[config.mk]
export PLATFORM = sky130hd
export DESIGN_NAME = peripheral_opsequencer
export DESIGN_NICKNAME = d
export VERILOG_FILES = /design/src/rtl/peripheral_opsequencer.sv
export SDC_FILE = /design/constraint.sdc
export NUM_CORES = 1
export LEC_CHECK = 0
export ABC_CLOCK_PERIOD_IN_PS = 2900
export BUFFER_PORTS_ARGS = -buffer_cell sky130_fd_sc_hd__buf_2
export CELL_PAD_IN_SITES_DETAIL_PLACEMENT = 1
export CELL_PAD_IN_SITES_GLOBAL_PLACEMENT = 1
export CORE_MARGIN = 8
export CORE_UTILIZATION = 40
export DETAILED_ROUTE_END_ITERATION = 12
export PLACE_DENSITY = 0.82
export SLEW_MARGIN = 20
export SYNTH_ARGS = -nofsm -noshare
export SYNTH_HDL_FRONTEND = slang
export SYNTH_SLANG_ARGS = --single-unit
[constraint.sdc]
create_clock -name clk -period 2.9 [get_ports clk]
set_input_delay 0.145 -clock clk [delete_from_list [all_inputs] [get_ports clk]]
set_output_delay 0.145 -clock clk [all_outputs]
set_load 0.05 [all_outputs]
[src/rtl/peripheral_opsequencer.sv]
// peripheral_opsequencer
//   Runs one operation of the switch-entry peripheral. It collects operand A
//   and then operand B one byte per enter press, LSB first. It strobes the ALU
//   and waits for its result, with a timeout. It then steps the result out to
//   the display one byte per press.
//
// Ports
//   clk         system clock, all state changes on the rising edge
//   reset       asynchronous active-low reset
//   clear       synchronous abort back to IDLE, clears both operands
//   enter       debounced enter level (edge-detected here)
//   inputdata   switch byte to capture
//   op_done     ALU result valid, sampled only in WAIT
//   dataR       ALU result, captured with op_done
//   op_start    one-cycle ALU start strobe, high while in START
//   dataA/dataB assembled operands (byte0 = LSB, captured first)
//   dataoutput  byte shown on the 7-seg display
//   byte_idx    index of the next byte to capture/show (0..NBYTES)
//   state_o     IDLE=0 LOAD_A=1 LOAD_B=2 START=3 WAIT=4 SHOW=5 ERR=6
//   busy        high in START or WAIT
module peripheral_opsequencer #(
  parameter int NBYTES  = 4,
  parameter int TIMEOUT = 255,
  localparam int DATA_W = 8 * NBYTES,
  // byte_idx has to reach NBYTES in SHOW, so it is one bit wider than a
  // plain byte selector when NBYTES is a power of two.
  localparam int IDX_W  = $clog2(NBYTES + 1)
) (
  input  logic              clk,
  input  logic              reset,
  input  logic              clear,
  input  logic              enter,
  input  logic [7:0]        inputdata,
  input  logic              op_done,
  input  logic [DATA_W-1:0] dataR,
  output logic              op_start,
  output logic [DATA_W-1:0] dataA,
  output logic [DATA_W-1:0] dataB,
  output logic [7:0]        dataoutput,
  output logic [IDX_W-1:0]  byte_idx,
  output logic [2:0]        state_o,
  output logic              busy
);

  localparam logic [2:0] IDLE   = 3'd0;
  localparam logic [2:0] LOAD_A = 3'd1;
  localparam logic [2:0] LOAD_B = 3'd2;
  localparam logic [2:0] START  = 3'd3;
  localparam logic [2:0] WAIT   = 3'd4;
  localparam logic [2:0] SHOW   = 3'd5;
  localparam logic [2:0] ERR    = 3'd6;

  localparam int SEL_W = (NBYTES > 1) ? $clog2(NBYTES) : 1;
  localparam int CNT_W = (TIMEOUT > 1) ? $clog2(TIMEOUT + 1) : 1;

  localparam logic [IDX_W-1:0] IDX_LAST = IDX_W'(NBYTES - 1);
  localparam logic [IDX_W-1:0] IDX_END  = IDX_W'(NBYTES);
  localparam logic [CNT_W-1:0] CNT_LAST = CNT_W'(TIMEOUT - 1);

  logic [2:0]        state;
  logic [IDX_W-1:0]  idx;
  logic [CNT_W-1:0]  cnt;
  logic [DATA_W-1:0] result_q;
  logic              enter_q;
  logic              ev;
  logic [SEL_W-1:0]  sel;
  logic              last_byte;

  // One event per press, however long the button is held.
  assign ev        = enter & ~enter_q;
  // Byte lane selector. Only used while idx < NBYTES, so truncation is safe.
  assign sel       = idx[SEL_W-1:0];
  assign last_byte = (idx == IDX_LAST);

  assign byte_idx = idx;
  assign state_o  = state;
  assign busy     = (state == START) || (state == WAIT);

  always_ff @(posedge clk or negedge reset) begin
    if (!reset) begin
      state      <= IDLE;
      idx        <= '0;
      cnt        <= '0;
      dataA      <= '0;
      dataB      <= '0;
      result_q   <= '0;
      dataoutput <= '0;
      op_start   <= 1'b0;
      // Treat the button as already pressed, so that a button held through
      // reset release does not count as a press.
      enter_q    <= 1'b1;
    end else begin
      enter_q  <= enter;
      op_start <= 1'b0;
      if (clear) begin
        state <= IDLE;
        idx   <= '0;
        cnt   <= '0;
        dataA <= '0;
        dataB <= '0;
      end else begin
        case (state)
          // IDLE and LOAD_A share the capture path. idx is 0 in IDLE, so
          // the first press lands in byte 0 of A.
          IDLE, LOAD_A: begin
            if (ev) begin
              dataA[8*sel +: 8] <= inputdata;
              dataoutput        <= inputdata;
              if (last_byte) begin
                idx   <= '0;
                state <= LOAD_B;
              end else begin
                idx   <= idx + IDX_W'(1);
                state <= LOAD_A;
              end
            end
          end
          LOAD_B: begin
            if (ev) begin
              dataB[8*sel +: 8] <= inputdata;
              dataoutput        <= inputdata;
              if (last_byte) begin
                idx      <= '0;
                state    <= START;
                // Registered together with the START state, so the strobe
                // covers exactly the START cycle.
                op_start <= 1'b1;
              end else begin
                idx <= idx + IDX_W'(1);
              end
            end
          end
          START: begin
            cnt   <= '0;
            state <= WAIT;
          end
          WAIT: begin
            cnt <= cnt + CNT_W'(1);
            // A result arriving in the timeout cycle is still accepted.
            if (op_done) begin
              result_q   <= dataR;
              dataoutput <= dataR[7:0];
              idx        <= IDX_W'(1);
              state      <= SHOW;
            end else if (cnt == CNT_LAST) begin
              dataoutput <= 8'hEE;
              state      <= ERR;
            end
          end
          SHOW: begin
            if (ev) begin
              if (idx == IDX_END) begin
                // Leave the last byte on the display when returning to IDLE.
                idx   <= '0;
                state <= IDLE;
              end else begin
                dataoutput <= result_q[8*sel +: 8];
                idx        <= idx + IDX_W'(1);
              end
            end
          end
          ERR: begin
            dataoutput <= 8'hEE;
            if (ev) begin
              idx   <= '0;
              state <= IDLE;
            end
          end
          default: begin
            idx   <= '0;
            state <= IDLE;
          end
        endcase
      end
    end
  end

endmodule

==> flow_summary.json <==
{
  "run_status": "finished clean",
  "nets": 659,
  "avgSynthCellArea_um2": 12.86,
  "preCtsSetupSlack_ns": 0.6960,
  "globalRouteOverflowTotal": 0,
  "end_kind": "register",
  "hp-class": "input port to register",
  "internal_power_mw": 3.790,
  "total_power_mw": 5.685,
  "min_period_ns": 2.161,
  "area_growth_pct": 30.00,
  "drt-vias-per-instance": 5.276,
  "final_core_util_pct": 53.13,
  "routabilityCongestion": 0.7744,
  "yosysTopAreaCell": "dfrtp_1",
  "netlist_area_um2": 5673,
  "max_clock_freq_ghz": 0.4627,
  "die_w_um": 135.1,
  "fin_setup_tns_ns": 0,
  "synth_edf_count": 0,
  "finalHoldViolCount": 0,
  "rsz0062_at_grt": "no",
  "numCtsBuffers": 17,
  "final_antenna_net_count": 0,
  "dp_hpwl_mm": 11.62,
  "synth.area.top_cells": "dfrtp_1 (52%), mux2_2 (16%), mux4_2 (3.2%)",
  "synth_commonest_cells": "dfrtp_1 (119), mux2_2 (80), and2_1 (26), nand2_1 (22)",
  "vias": 4205,
  "first_pass_iters": 4,
  "drc": 0,
  "fin_skew_ns": 0.007041,
  "p_leak_nw": 3.778,
  "synthCells": 441,
  "clk_pin_slew_ns": 0.05,
  "clkPwrFrac_pct": 35.7,
  "path_class": "register to register",
  "insertion_delay_ns": 0.42,
  "relSlewSlack_pct": 44.05,
  "antenna_cells": 0,
  "worstMarginPinSlew_ns": 0.8318,
  "setup_ws_ns": 0.7388,
  "ys_seq_elements": 120,
  "power.density_nw_per_um2": 770.9,
  "drt-total-wl_mm": 17.44,
  "grt_pass1_wl_mm": 27.33,
  "ys.flop_type": "dfrtp_1",
  "worstPathRequired_ns": 3.20,
  "switching_share_pct": 33.33,
  "ir_drop_uv": 547.5,
  "cts_root_buf": "clkbuf_16",
  "drt_iter0_markers": 145,
  "max_cap_viol_count": 0,
  "dieArea_um2": 18250,
  "portBuffers": 124,
  "maxSlewViolCount": 0,
  "cp_data_arrival_time_ns": 2.46,
  "htreeDepth": 4,
  "layout-drive-gt1-share_pct": 44.25,
  "post-route-period-util_pct": 74.52,
  "syn_nets": 495,
  "num_io_pins": 125,
  "antenna_found_initial": 0,
  "wl_per_cell_um": 21.88,
  "cts_sinks": 120,
  "cts_buffer_depth": 2,
  "numPlacedInstances": 732,
  "final_cells": 797,
  "grt_pass1_vias": 4825,
  "p_sw_mw": 1.895,
  "yosysMostFrequentCell": "dfrtp_1",
  "synth-async-reset-ratio_pct": 100.0,
  "cts_tree": "done",
  "setup_viol": 0,
  "path_max_fanout": 20,
  "p_comb_share_pct": 27.0,
  "grt_max_degree": 67,
  "yosysWarnings": 0,
  "yosys.area.top_type_share_pct": 52.49,
  "floorplan.initialDensity_pct": 40.87,
  "seqPwrFrac_pct": 37.3,
  "synth_seq_area_share_pct": 52.96,
  "rows": 43,
  "synthDistinctLibCells": 48,
  "post-cts-setup-buffer-count": 0,
  "track_usage_pct": 19.67,
  "coreArea_um2": 13880,
  "die_height_um": 135.1,
  "critPathLaunchType": "register"
}
[through the flow]
step / area, um2 / hold slack [ns]
5_1_grt: 7375 / 0.08925
2_1_floorplan: 5673 / -0.1506
4_1_cts: 7368 / 0.07181
3_3_place_gp: 6462 / 0.2227
6_report: 7375 / 0.08955
3_5_place_dp: 6462 / 0.2435
[metal layers]
metal | track usage (%) | wire length [um] | up-vias
met1 | 21.55 | 6751 | 2145
met3 | 6.204 | 1127 | 29
li1 | - | - | 1907
met5 | 0 | 0 | -
met4 | 8.328 | 404 | 0
met2 | 34.33 | 9158 | 124
[worst max-delay path, cell delays in order (launching register included)]
cell,delay (ns)
dfrtp_1,0.68
nand3b_1,0.37
a21oi_1,0.14
nor3_4,0.49
mux2_4,0.36
[kinds of logic after synthesis]
logic type,count (synthesis),synth area share (%)
DFF,120,52.96
muxes,109,23.73
and+or+nand+nor,103,10.74
AOI/OAI and AO/OA,67,7.742
buffers and inverters,33,2.845
adders and majority gates,9,1.985
[worst paths after layout]
| check | endpoint | slack, ns | cells past startpoint | startpoint |
|---|---|---|---|---|
| max in group asynchronous | enter_q | 1.72 | 3 | reset |
| worst min-delay path | dataA[16] | 0.09 | 3 | inputdata[0] |
| min in group asynchronous | result_q[14] | 0.32 | 2 | reset |
| worst max register to register | dataoutput[5] | 0.74 | 4 | state_o[1] |
| worst max-delay path | dataoutput[5] | 0.74 | 4 | state_o[1] |
| worst min register to register | cnt[4] | 0.49 | 1 | cnt[4] |
[what timing repair did]
action	CTS	global route
hold buffers	34	0
hold endpoints to repair	87	0
resized for setup	0	0
[sequential cells by signal, indices dropped and copies added, names as in the netlist]
| signal | count |
|---|---|
| state_o | 3 |
| dataB | 32 |
| op_start | 1 |
| enter_q | 1 |
| dataA | 32 |
| result_q | 32 |
| dataoutput | 8 |
| cnt | 8 |
| byte_idx | 3 |
[cell usage in the layout (no fill, tap or decap), types with 8 or more instances in the layout]
cell type / n
mux2_4: 11
a21oi_1: 14
nor2_1: 19
mux2i_1: 10
nand2_1: 22
dlygate4sd3_1: 34
mux4_2: 8
o21ai_0: 19
and2_1: 26
clkbuf_16: 17
mux2_2: 80
dfrtp_1: 119
buf_2: 123
inv_1: 16
ha_1: 9
[layout make-up]
class / instances / area (um2)
fill: 1491 / 6506
sequential: 120 / 3004
multi-input combinational: 288 / 2514
timing repair buffer: 162 / 1006
clock buffer: 23 / 467.9
tap: 180 / 225.2
clock inverter: 8 / 97.59
inverter: 16 / 60.06
[power by group through the flow]
| stage | clock (mW) | combinational (mW) | sequential, mW |
|---|---|---|---|
| floorplan | 0 | 0.719 | 2.47 |
| global placement | 0 | 1.44 | 2.10 |
| detailed placement | 0 | 1.48 | 2.13 |
| CTS | 2.07 | 1.53 | 2.11 |
| global route | 2.15 | 1.62 | 2.15 |
| finish | 2.03 | 1.53 | 2.12 |
Power figures use the tool's default switching activity.
